### config.mk
export PLATFORM = sky130hd
export DESIGN_NAME = alu_res_station
export DESIGN_NICKNAME = d
export VERILOG_FILES = /design/src/rtl/alu_res_station.sv
export SDC_FILE = /design/constraint.sdc
export NUM_CORES = 1
export LEC_CHECK = 0
export ABC_AREA = 0
export CORE_ASPECT_RATIO = 1.25
export CORE_UTILIZATION = 42
export DETAILED_ROUTE_END_ITERATION = 10
export GPL_ROUTABILITY_DRIVEN = 0
export PLACE_DENSITY = 0.67
export SYNTH_ARGS = -nofsm -noshare
export SYNTH_HDL_FRONTEND = slang
export SYNTH_SLANG_ARGS = --single-unit
### constraint.sdc
create_clock -name clk -period 2.5 [get_ports clk]
set_input_delay 0.5 -clock clk [delete_from_list [all_inputs] [get_ports clk]]
set_output_delay 0.5 -clock clk [all_outputs]
set_load 0.05 [all_outputs]
### src/rtl/alu_res_station.sv
// ALU reservation station: holds dispatched ops until both operands resolve via the CDB, then issues one per cycle.
// Define RS_OLDEST_FIRST_EN for age-ordered (oldest ready first) issue; default issues lowest-index ready entry.
module alu_res_station #(
  parameter int DEPTH  = 4,
  parameter int TAG_W  = 3,
  parameter int DATA_W = 32,
  localparam int IW    = $clog2(DEPTH),
  localparam int CW    = $clog2(DEPTH) + 1
) (
  input  logic              clk,
  input  logic              rst,
  input  logic              flush,
  input  logic              load,
  input  logic [2:0]        ld_funct3,
  input  logic              ld_funct7b,
  input  logic [TAG_W-1:0]  ld_dest,
  input  logic              ld_rj,
  input  logic              ld_rk,
  input  logic [DATA_W-1:0] ld_vj,
  input  logic [DATA_W-1:0] ld_vk,
  input  logic [TAG_W-1:0]  ld_qj,
  input  logic [TAG_W-1:0]  ld_qk,
  input  logic              cdb_valid,
  input  logic [TAG_W-1:0]  cdb_tag,
  input  logic [DATA_W-1:0] cdb_value,
  input  logic              alu_ready,
  output logic              issue_valid,
  output logic [2:0]        issue_funct3,
  output logic              issue_funct7b,
  output logic [TAG_W-1:0]  issue_dest,
  output logic [DATA_W-1:0] issue_a,
  output logic [DATA_W-1:0] issue_b,
  output logic              full,
  output logic              empty,
  output logic [CW-1:0]     count
);

  logic [DEPTH-1:0]  valid_q;
  logic [DEPTH-1:0]  rj_q;
  logic [DEPTH-1:0]  rk_q;
  logic [DEPTH-1:0]  f7_q;
  logic [2:0]        funct3_q [DEPTH];
  logic [TAG_W-1:0]  dest_q   [DEPTH];
  logic [TAG_W-1:0]  qj_q     [DEPTH];
  logic [TAG_W-1:0]  qk_q     [DEPTH];
  logic [DATA_W-1:0] vj_q     [DEPTH];
  logic [DATA_W-1:0] vk_q     [DEPTH];
  logic [CW-1:0]     count_q, count_d;
  logic              lock_q, lock_d;
  logic [IW-1:0]     lock_idx_q;

  logic [DEPTH-1:0]  rdy;
  logic [IW-1:0]     free_idx;
  logic              free_found;
  logic [IW-1:0]     sel_idx;
  logic              sel_found;
  logic              do_load;
  logic              do_issue;
  logic              bypass_j;
  logic              bypass_k;

`ifdef RS_OLDEST_FIRST_EN
  // age_q[i][j] set means entry i was dispatched before entry j
  logic [DEPTH-1:0]  age_q [DEPTH];
  logic              older_exists;
`endif

  always_comb begin
    free_idx   = '0;
    free_found = 1'b0;
    for (int i = 0; i < DEPTH; i++) begin
      rdy[i] = valid_q[i] && rj_q[i] && rk_q[i];
      if (!valid_q[i] && !free_found) begin
        free_found = 1'b1;
        free_idx   = i[IW-1:0];
      end
    end
  end

  always_comb begin
    sel_idx   = '0;
    sel_found = 1'b0;
`ifdef RS_OLDEST_FIRST_EN
    older_exists = 1'b0;
    for (int i = 0; i < DEPTH; i++) begin
      older_exists = 1'b0;
      for (int j = 0; j < DEPTH; j++) begin
        if (rdy[j] && age_q[j][i]) older_exists = 1'b1;
      end
      if (rdy[i] && !older_exists && !sel_found) begin
        sel_found = 1'b1;
        sel_idx   = i[IW-1:0];
      end
    end
`else
    for (int i = 0; i < DEPTH; i++) begin
      if (rdy[i] && !sel_found) begin
        sel_found = 1'b1;
        sel_idx   = i[IW-1:0];
      end
    end
`endif
    // A stalled issue keeps presenting the same entry even if another becomes preferable
    if (lock_q && rdy[lock_idx_q]) begin
      sel_found = 1'b1;
      sel_idx   = lock_idx_q;
    end
  end

  assign issue_valid   = !flush && sel_found;
  assign issue_funct3  = issue_valid ? funct3_q[sel_idx] : '0;
  assign issue_funct7b = issue_valid ? f7_q[sel_idx]     : 1'b0;
  assign issue_dest    = issue_valid ? dest_q[sel_idx]   : '0;
  assign issue_a       = issue_valid ? vj_q[sel_idx]     : '0;
  assign issue_b       = issue_valid ? vk_q[sel_idx]     : '0;

  assign full   = (count_q == CW'(DEPTH));
  assign empty  = (count_q == '0);
  assign count  = count_q;

  assign do_load  = load && !full && !flush;
  assign do_issue = issue_valid && alu_ready;
  assign bypass_j = cdb_valid && (ld_qj == cdb_tag);
  assign bypass_k = cdb_valid && (ld_qk == cdb_tag);

  always_comb begin
    count_d = count_q;
    lock_d  = issue_valid && !alu_ready;
    if (flush) begin
      count_d = '0;
      lock_d  = 1'b0;
    end else if (do_load && !do_issue) begin
      count_d = count_q + CW'(1);
    end else if (!do_load && do_issue) begin
      count_d = count_q - CW'(1);
    end
  end

  always_ff @(posedge clk or negedge rst) begin
    if (!rst) begin
      valid_q    <= '0;
      rj_q       <= '0;
      rk_q       <= '0;
      f7_q       <= '0;
      count_q    <= '0;
      lock_q     <= 1'b0;
      lock_idx_q <= '0;
      for (int i = 0; i < DEPTH; i++) begin
        funct3_q[i] <= '0;
        dest_q[i]   <= '0;
        qj_q[i]     <= '0;
        qk_q[i]     <= '0;
        vj_q[i]     <= '0;
        vk_q[i]     <= '0;
      end
    end else begin
      count_q    <= count_d;
      lock_q     <= lock_d;
      lock_idx_q <= sel_idx;
      if (flush) begin
        valid_q <= '0;
      end else begin
        for (int i = 0; i < DEPTH; i++) begin
          if (valid_q[i] && !rj_q[i] && cdb_valid && (qj_q[i] == cdb_tag)) begin
            rj_q[i] <= 1'b1;
            vj_q[i] <= cdb_value;
          end
          if (valid_q[i] && !rk_q[i] && cdb_valid && (qk_q[i] == cdb_tag)) begin
            rk_q[i] <= 1'b1;
            vk_q[i] <= cdb_value;
          end
        end
        if (do_issue) valid_q[sel_idx] <= 1'b0;
        // The slot is chosen from pre-edge state, so a slot freed this cycle is never reused here
        if (do_load) begin
          valid_q[free_idx]  <= 1'b1;
          funct3_q[free_idx] <= ld_funct3;
          f7_q[free_idx]     <= ld_funct7b;
          dest_q[free_idx]   <= ld_dest;
          qj_q[free_idx]     <= ld_qj;
          qk_q[free_idx]     <= ld_qk;
          rj_q[free_idx]     <= ld_rj || bypass_j;
          rk_q[free_idx]     <= ld_rk || bypass_k;
          vj_q[free_idx]     <= ld_rj ? ld_vj : cdb_value;
          vk_q[free_idx]     <= ld_rk ? ld_vk : cdb_value;
        end
      end
    end
  end

`ifdef RS_OLDEST_FIRST_EN
  always_ff @(posedge clk or negedge rst) begin
    if (!rst) begin
      for (int i = 0; i < DEPTH; i++) age_q[i] <= '0;
    end else if (flush) begin
      for (int i = 0; i < DEPTH; i++) age_q[i] <= '0;
    end else if (do_load) begin
      for (int j = 0; j < DEPTH; j++) begin
        age_q[free_idx][j] <= 1'b0;
        age_q[j][free_idx] <= valid_q[j];
      end
    end
  end
`endif

endmodule

# After elaboration in Yosys (flattened, before gate mapping)
# Cells that the tools add are included.
[word_totals]
elab_cells = 234
regBits = 326
out_inout_bits = 77
inputBits = 120
[op_classes]
n_lt_le_gt_ge = 8
addsub = 2
n_bitwise = 6
n_reduce_logical = 77
n_mux = 99
n_eq_ne = 11
[op_table]
columns = ["op", "count"]
rows = [
  ["two-way mux 32 bit", 25],
  ["bitwise mux 128 bit", 2],
  ["two-way mux 128 bit", 2],
  ["binary-select mux 32 bit (select 2 bit)", 2],
  ["demux 32 bit (select 2 bit)", 1],
  ["logical AND 1 bit", 51],
  ["bitwise mux 12 bit", 4],
  ["two-way mux 1 bit", 32],
  ["== test 3 bit", 10],
  ["two-way mux 3 bit", 10],
  ["two-way mux 4 bit", 6],
  ["zero test 1 bit", 21],
  ["binary-select mux 3 bit (select 2 bit)", 2],
  ["bitwise mux 4 bit", 3],
  ["two-way mux 2 bit", 5],
  ["< comparator 2 x 3 -> 1 bit (second input constant)", 3],
  ["demux 3 bit (select 2 bit)", 1],
  [">= comparator 3 bit (second input constant)", 2],
  ["inverter 2 -> 3 bit", 2],
  ["AND 4 bit", 1],
  ["binary-select mux 1 bit (select 2 bit)", 2],
  ["demux 1 bit (select 2 bit)", 2],
  [">= comparator 2 x 1 -> 1 bit (second input constant)", 2],
  ["inverter 4 bit", 1],
  ["other kinds (10)", 11],
]

# Logic depth before layout (Yosys ltp)
# Gate-level depths: netlist of run 1.
[depth]
word_depth = 24
ltp_mapped = 8
mapped_depth_nobuf = 7

# Worst setup path before layout of run 1
# Ideal clock, no wire load.
[synth_timing]
kind = "reg2out"
from = "reg valid_q[1]"
to = "out issue_a[10]"
path_slack_ns = -0.596
required_ns = 2.000
t_arrival_ns = 2.596
stages_incl_launch_ff = 7
n_path_buf = 1
path_cell_list = "dfrtp_1 -> nand3_1 -> a41oi_2 -> nand3_1 -> mux2i_1 -> clkbuf_1 -> a221o_1"
[synth_via]
word_cells_on_any_way = 24
classes_between = "14 x mux; 1 x bitwise; 9 x reduce/logical"
[synth_lines]
columns = ["item", "line", "source"]
rows = [
  ["from (decl)", "38", "logic [DEPTH-1:0] valid_q;"],
  ["from (signal assigned)", "141", "valid_q <= '0;"],
  ["from (signal assigned)", "161", "valid_q <= '0;"],
  ["from (signal, indexed assignment)", "173", "if (do_issue) valid_q[sel_idx] <= 1'b0;"],
  ["logical AND 1 bit (*) (2 in series)", "72", "rdy[i] = valid_q[i] && rj_q[i] && rk_q[i];"],
  ["logical AND 1 bit", "97", "if (rdy[i] && !sel_found) begin"],
  ["two-way mux 1 bit", "97", ""],
  ["zero test 1 bit", "97", ""],
  ["logical AND 1 bit", "97", ""],
  ["two-way mux 1 bit", "97", ""],
  ["zero test 1 bit", "97", ""],
  ["logical AND 1 bit", "97", ""],
  ["two-way mux 1 bit", "97", ""],
  ["two-way mux 1 bit (*)", "104", "if (lock_q && rdy[lock_idx_q]) begin"],
  ["logical AND 1 bit (*)", "110", "assign issue_valid = !flush && sel_found;"],
  ["via issue_valid", "27", "output logic issue_valid,"],
  ["two-way mux 32 bit (*)", "114", "assign issue_a = issue_valid ? vj_q[sel_idx] : '0;"],
  ["to (decl)", "31", "output logic [DATA_W-1:0] issue_a,"],
]
# The timed path passes the listed nets; every way through them passes the cells marked *. The select of a mux whose other input is x is not followed.

# Worst setup path in the final report of run 1
[layout_timing]
from = "reg lock_idx_q[0]"
to = "out issue_a[18]"
[layout_via]
elab_chain_cells = 9
word_cells_on_any_way = 11
classes_between = "8 x mux; 1 x bitwise; 2 x reduce/logical"
[layout_rtl]
columns = ["item", "line", "source"]
rows = [
  ["from (decl)", "50", "logic [IW-1:0] lock_idx_q;"],
  ["from (signal assigned)", "159", "lock_idx_q <= sel_idx;"],
  ["binary-select mux 1 bit (select 2 bit)", "104", ""],
  ["two-way mux 1 bit (not written as such)", "104", ""],
  ["logical AND 1 bit", "104", ""],
  ["two-way mux 2 bit", "104", ""],
  ["inverter 2 -> 3 bit (not written as such)", "114", ""],
  ["binary-select mux 32 bit (select 2 bit)", "114", ""],
  ["two-way mux 32 bit (not written as such) (2 in series)", "114", ""],
  ["two-way mux 32 bit (*)", "114", ""],
]
# Mark *: on every way between the ends. The rest lies on a longest branch, timed or not. The select of a mux whose other input is x is not followed.

==> results.toml, run 1 <==
[place]
place_area_sq_um = 22700
port_buffers = 196
dp_slack_ps = -464
dp_hpwl_um = 47800
placed_cells = 2636

[routing]
vias = 18600
wl_um = 76400
drc = 0
avgViaCountPerCell = 6.79
ant_nets = 0
first_pass_iters = 6
post_drt_wl_per_cell_um = 27.9
drt-initial-drc-count = 2287

[sta]
hold_viol_final = 0
timing.slew.headroom = 0.414
finalCriticalPeriod_ps = 3450
setup_tns_ps = -62940
max_clock_freq_mhz = 290
finalSetupViolCount = 71
worst_pin_slew_ps = 878
fin_skew_ps = 20.4
timing.final.crit_share = 1.38
slew_violations = 0
rsz0062_at_grt = "yes"
fin_ws_ps = -947

[hold_path]
hp-class = "in -> async"

[floorplan]
core.rowCount = 86
io_pins = 197
initial_utilization = 0.428
die_w_um = 192
die_area_sq_um = 45900
die_h_um = 239
core_sq_um = 44200

[global_routing]
overflow = 0
grt_pass1_wl_um = 113000
track_usage = 0.325
grt_max_degree = 121
grt_antenna_before_repair = 2
grt_pass1_vias = 18500

[clock_network]
cts_buffers = 37
clock_latency_ps = 540
cts_sinks = 326
path_clk_slew_ps = 60
cts-root-buf = "clkbuf_16"
cts_tree = "done"
cts_max_path_buffers = 3
h-tree-depth = 2

[cells_and_area]
nNetsFinal = 2259
final_area_sq_um = 24900
drive_above_1_share = 0.285
most-common-layout-cells = "324 x dfrtp_1, 192 x o22ai_1, 188 x a2bb2oi_1, 183 x nand2_1, 137 x buf_4"
final_common_cell = "dfrtp_1"
area.growth.synth_to_final_pct = 31.5
stdcell_count = 2735
n_fill_cell = 3729
diodes = 0
seqCellArea_sq_um = 8160
multi_input_area_sq_um = 10200

[synthesis]
yosys_warnings = 0
netlist-cell-type-count = 51
synthFlopType = "dfrtp_1"
async_reset_ff_frac = 1.00
synth.net_count = 2056
syn_inst = 1935
syn_area_per_cell_sq_um = 9.78
synth_edf_count = 0
syn_area_sq_um = 18900
yosys_register_bits = 326
yosysSeqAreaShare = 0.431

[power_and_ir_drop]
power_density_nw_per_um2 = 781
vdd_drop_max_v = 0.000495
p_leak_nw = 10.2
power_mw = 19.4

[worst_setup_path]
cp_max_fo = 7
start_kind = "register"
critPathArrivalTime_ps = 2950
critPathKind = "reg -> out"
reg2reg_depth = 9
cp-end-kind = "output port"
cp.required_ps = 2000

[job]
cap_violations = 0

[outcome]
violations = "setup timing"
outcome = "complete, but fails checks"
## kinds of logic (layout without fill, tap and decap cells)
kind of cell	count (synthesis)	count (layout)	synth area share
adder cells (fa/ha/maj)	1	1	0.00106
XOR/XNOR	31	31	0.0143
flip-flops	326	326	0.431
AO/OA/AOI/OAI	702	702	0.269
multiplexers	250	250	0.144
buffers and inverters	241	469	0.0525
AND/OR/NAND/NOR	384	384	0.0880
## power breakdown
part           switching (mW)  total (mW)  internal [mW]
Combinational            2.90        5.62           2.72
Clock                    2.26        5.40           3.15
Sequential               1.38        8.43           7.05
## state kept, by name (all words and copies together), names as in the netlist
name	count
dest_q	12
f7_q	4
funct3_q	12
vj_q	128
valid_q	4
rj_q	4
qk_q	12
vk_q	128
lock_q	1
qj_q	12
count	3
rk_q	4
lock_idx_q	2
## cells in the mapped netlist, drive strengths merged, types with 5 or more instances
cell       n  share of area
and3b      6         0.0028
a221o     71          0.038
nor2      81          0.016
mux2i     76          0.040
a21oi     80          0.021
nand4      8         0.0026
o22ai    194          0.064
and3       5         0.0019
nand3     78          0.021
xnor2     25          0.012
nand2    184          0.036
clkbuf   181          0.036
xor2       6         0.0028
mux2     174           0.10
a22oi     67          0.027
a2bb2oi  188          0.087
dfrtp    326           0.43
inv        5        0.00099
o21ai     81          0.021
buf       55          0.016
## final timing paths
check,startpoint,to,slack [ps]
worst max-delay path,lock_idx_q[0],issue_a[18],-950
worst min-delay path,rst,rj_q[1],450
worst max register to register,rj_q[3],count[2],140
worst min register to register,qk_q[11],qk_q[11],500
max in group asynchronous,rst,funct3_q[9],1250
min in group clk,flush,vk_q[127],460
## layout make-up
type                       instances  area share
clock inverter                     9     0.00397
timing repair buffer             400       0.184
sequential                       326       0.328
inverter                           5    0.000955
multi-input combinational       1368       0.411
clock buffer                      55      0.0427
tap                              572      0.0287
## stage by stage
step | util | hold WS [ps]
floorplan | - | 204
global placement | 0.513 | 424
detailed placement | 0.513 | 423
CTS | 0.555 | 440
global route | 0.563 | 463
finish | 0.563 | 450
## repair_timing
action	CTS	global route
buffers inserted	13	6
hold buffers	1	0
endpoints found under the hold margin	30	0
setup endpoints to repair	72	72
cloned	7	9
resized for setup	97	32
pin swaps	7	24
## critical path, stage by stage (launching register included)
cell and delay (ps):
dfrtp_4 510, or2_4 260, o22ai_4 170, o21a_4 180
buf_12 110, buf_12 170, buf_12 150, mux2_2 330
a221o_2 350, buf_6 170
## layer usage
metal,up-vias,global-route usage,part of all wire
met3,292,0.0667,0.093
met1,9264,0.410,0.38
met5,-,0,0.00041
met2,1238,0.502,0.45
met4,4,0.217,0.077
li1,7776,-,-
(Power assumes the default switching activity.)
==> inputs of run 2 (changes only) <==
==> config.mk (replaced) <==
export PLATFORM = sky130hd
export DESIGN_NAME = alu_res_station
export DESIGN_NICKNAME = d
export VERILOG_FILES = /design/src/rtl/alu_res_station.sv
export SDC_FILE = /design/constraint.sdc
export NUM_CORES = 1
export LEC_CHECK = 0
export CORE_ASPECT_RATIO = 1.4
export CORE_UTILIZATION = 25
export DETAILED_ROUTE_END_ITERATION = 10
export GPL_ROUTABILITY_DRIVEN = 0
export PLACE_DENSITY = 0.46
export SYNTH_ARGS = -nofsm -noshare
export SYNTH_HDL_FRONTEND = slang
export SYNTH_SLANG_ARGS = --single-unit
==> results.toml, run 2 (synthesis results as in run 1) <==
[cells_and_area]
n_fill_cell = 7469
final_common_cell = "dfrtp_1"
multi_input_area_sq_um = 10300
final_util = 0.354
drive_above_1_share = 0.306
most-common-layout-cells = "324 x dfrtp_1, 192 x o22ai_1, 188 x a2bb2oi_1, 183 x nand2_1, 166 x buf_4"
stdcell_count = 3194
area.growth.synth_to_final_pct = 40.5
seqCellArea_sq_um = 8160
nNetsFinal = 2314
top_regs = "vj_q (128), vk_q (128)"

[hold_path]
min-delay-start = "flush"
min_path_cells = 4
hp-class = "in -> reg"

[sta]
fin_ws_ps = -1010
slew_violations = 0
finalCriticalPeriod_ps = 3510
timing.slew.headroom = 0.493
worst_pin_slew_ps = 760
timing.final.crit_share = 1.41
max_clock_freq_mhz = 285
hold_viol_final = 0
finalSetupViolCount = 71
rsz0062_at_grt = "yes"
fin_skew_ps = 39.2

[routing]
drt-initial-drc-count = 1600
first_pass_iters = 5
drc = 0
post_drt_wl_per_cell_um = 27.9
ant_nets = 0
avgViaCountPerCell = 5.72
wl_um = 89100
vias = 18300

[power_and_ir_drop]
p_sw_frac = 0.340
sequentialPowerShare = 0.412
p_comb_frac = 0.285
power_density_nw_per_um2 = 767
p_sw_mw = 6.94
clockPowerShare = 0.303
vdd_drop_max_v = 0.000437
p_leak_nw = 10.7
p_int_mw = 13.5
power_mw = 20.4

[global_routing]
track_usage = 0.228
overflow = 0
grt_max_degree = 90
grt_antenna_before_repair = 5
grt_pass1_wl_um = 129000
grt_pass1_vias = 18600

[floorplan]
die_area_sq_um = 76800
core_sq_um = 75000
io_pins = 197
die_w_um = 235
die_h_um = 328
core.rowCount = 119
initial_utilization = 0.252

[place]
dp_slack_ps = -503
dp_hpwl_um = 57400
port_buffers = 196
placed_cells = 3080

[worst_setup_path]
cp_max_fo = 8
cp.required_ps = 2000
r2r_slack_ps = 160
r2r_end = "count[2]"
reg2reg_depth = 9
cp-end-kind = "output port"
critPathArrivalTime_ps = 3010
critPathKind = "reg -> out"
crit_end = "issue_a[29]"
crit_start = "lock_idx_q[0]"
r2r-start = "rk_q[0]"
start_kind = "register"

[clock_network]
cts_buffers = 41
cts_tree = "done"
cts-root-buf = "clkbuf_16"
cts_max_path_buffers = 3
h-tree-depth = 2
path_clk_slew_ps = 60
cts_sinks = 326
clock_latency_ps = 590

[outcome]
outcome = "complete, but fails checks"
violations = "setup timing"

[job]
cap_violations = 0
run 2: per-stage QoR:
stage	area [sq um]	setup TNS [ps]	hold slack [ps]
4_1_cts	26500	-66140	401
6_report	26600	-65980	420
3_5_place_dp	24200	-41440	486
5_1_grt	26600	-71140	413
3_3_place_gp	24200	-38750	479
2_1_floorplan	19300	-16430	204
run 2: worst min path at each step:
stage,endpoint,slack (ps)
after floorplan,count[0],200
after global placement,qj_q[10],480
after detailed placement,qk_q[9],490
after CTS,lock_q,400
after global routing,lock_q,410
final,lock_q,420
run 2: per-layer routing:
metal / part of all wire / global-route usage / vias to the layer above
met3: 0.067 / 0.0388 / 173
met2: 0.48 / 0.369 / 854
li1: - / - / 7885
met4: 0.052 / 0.114 / 6
met1: 0.40 / 0.291 / 9357
met5: 0.00050 / 0 / -
run 2: repair_timing:
| action | in CTS | in global routing |
|---|---|---|
| hold endpoints to repair | 58 | 0 |
| setup buffers | 19 | 7 |
| hold buffers | 1 | 0 |
| gates cloned | 12 | 1 |
| endpoints found under the setup margin | 71 | 73 |
| pin swaps | 57 | 19 |
| gates resized for setup | 100 | 14 |
run 2: worst max-delay path: stages, from the launching register on:
cell	delay (ps)
dfrtp_4	490
buf_6	140
nand2b_4	80
o22ai_4	70
o21a_4	240
buf_12	130
buf_12	120
mux2i_4	190
buf_12	170
buf_12	150
a221o_2	460
buf_12	190
run 2: cell type report:
cell class	instances	area share
multi-input cells	1368	0.388
flip-flops and latches	326	0.307
repair buffers	451	0.207
well taps	968	0.0455
clock buffers	55	0.0432
clock inverters	19	0.00809
inverters	5	0.000894
diodes	2	0.000188
run 2: power groups by stage:
stage               sequential (mW)  combinational [mW]  clock (mW)
finish                         8.41                5.81        6.18
global route                   8.59                6.25        6.48
CTS                            8.34                5.81        6.28
detailed placement             8.41                5.65           0
global placement               8.35                5.52           0
floorplan                      8.08                3.58           0
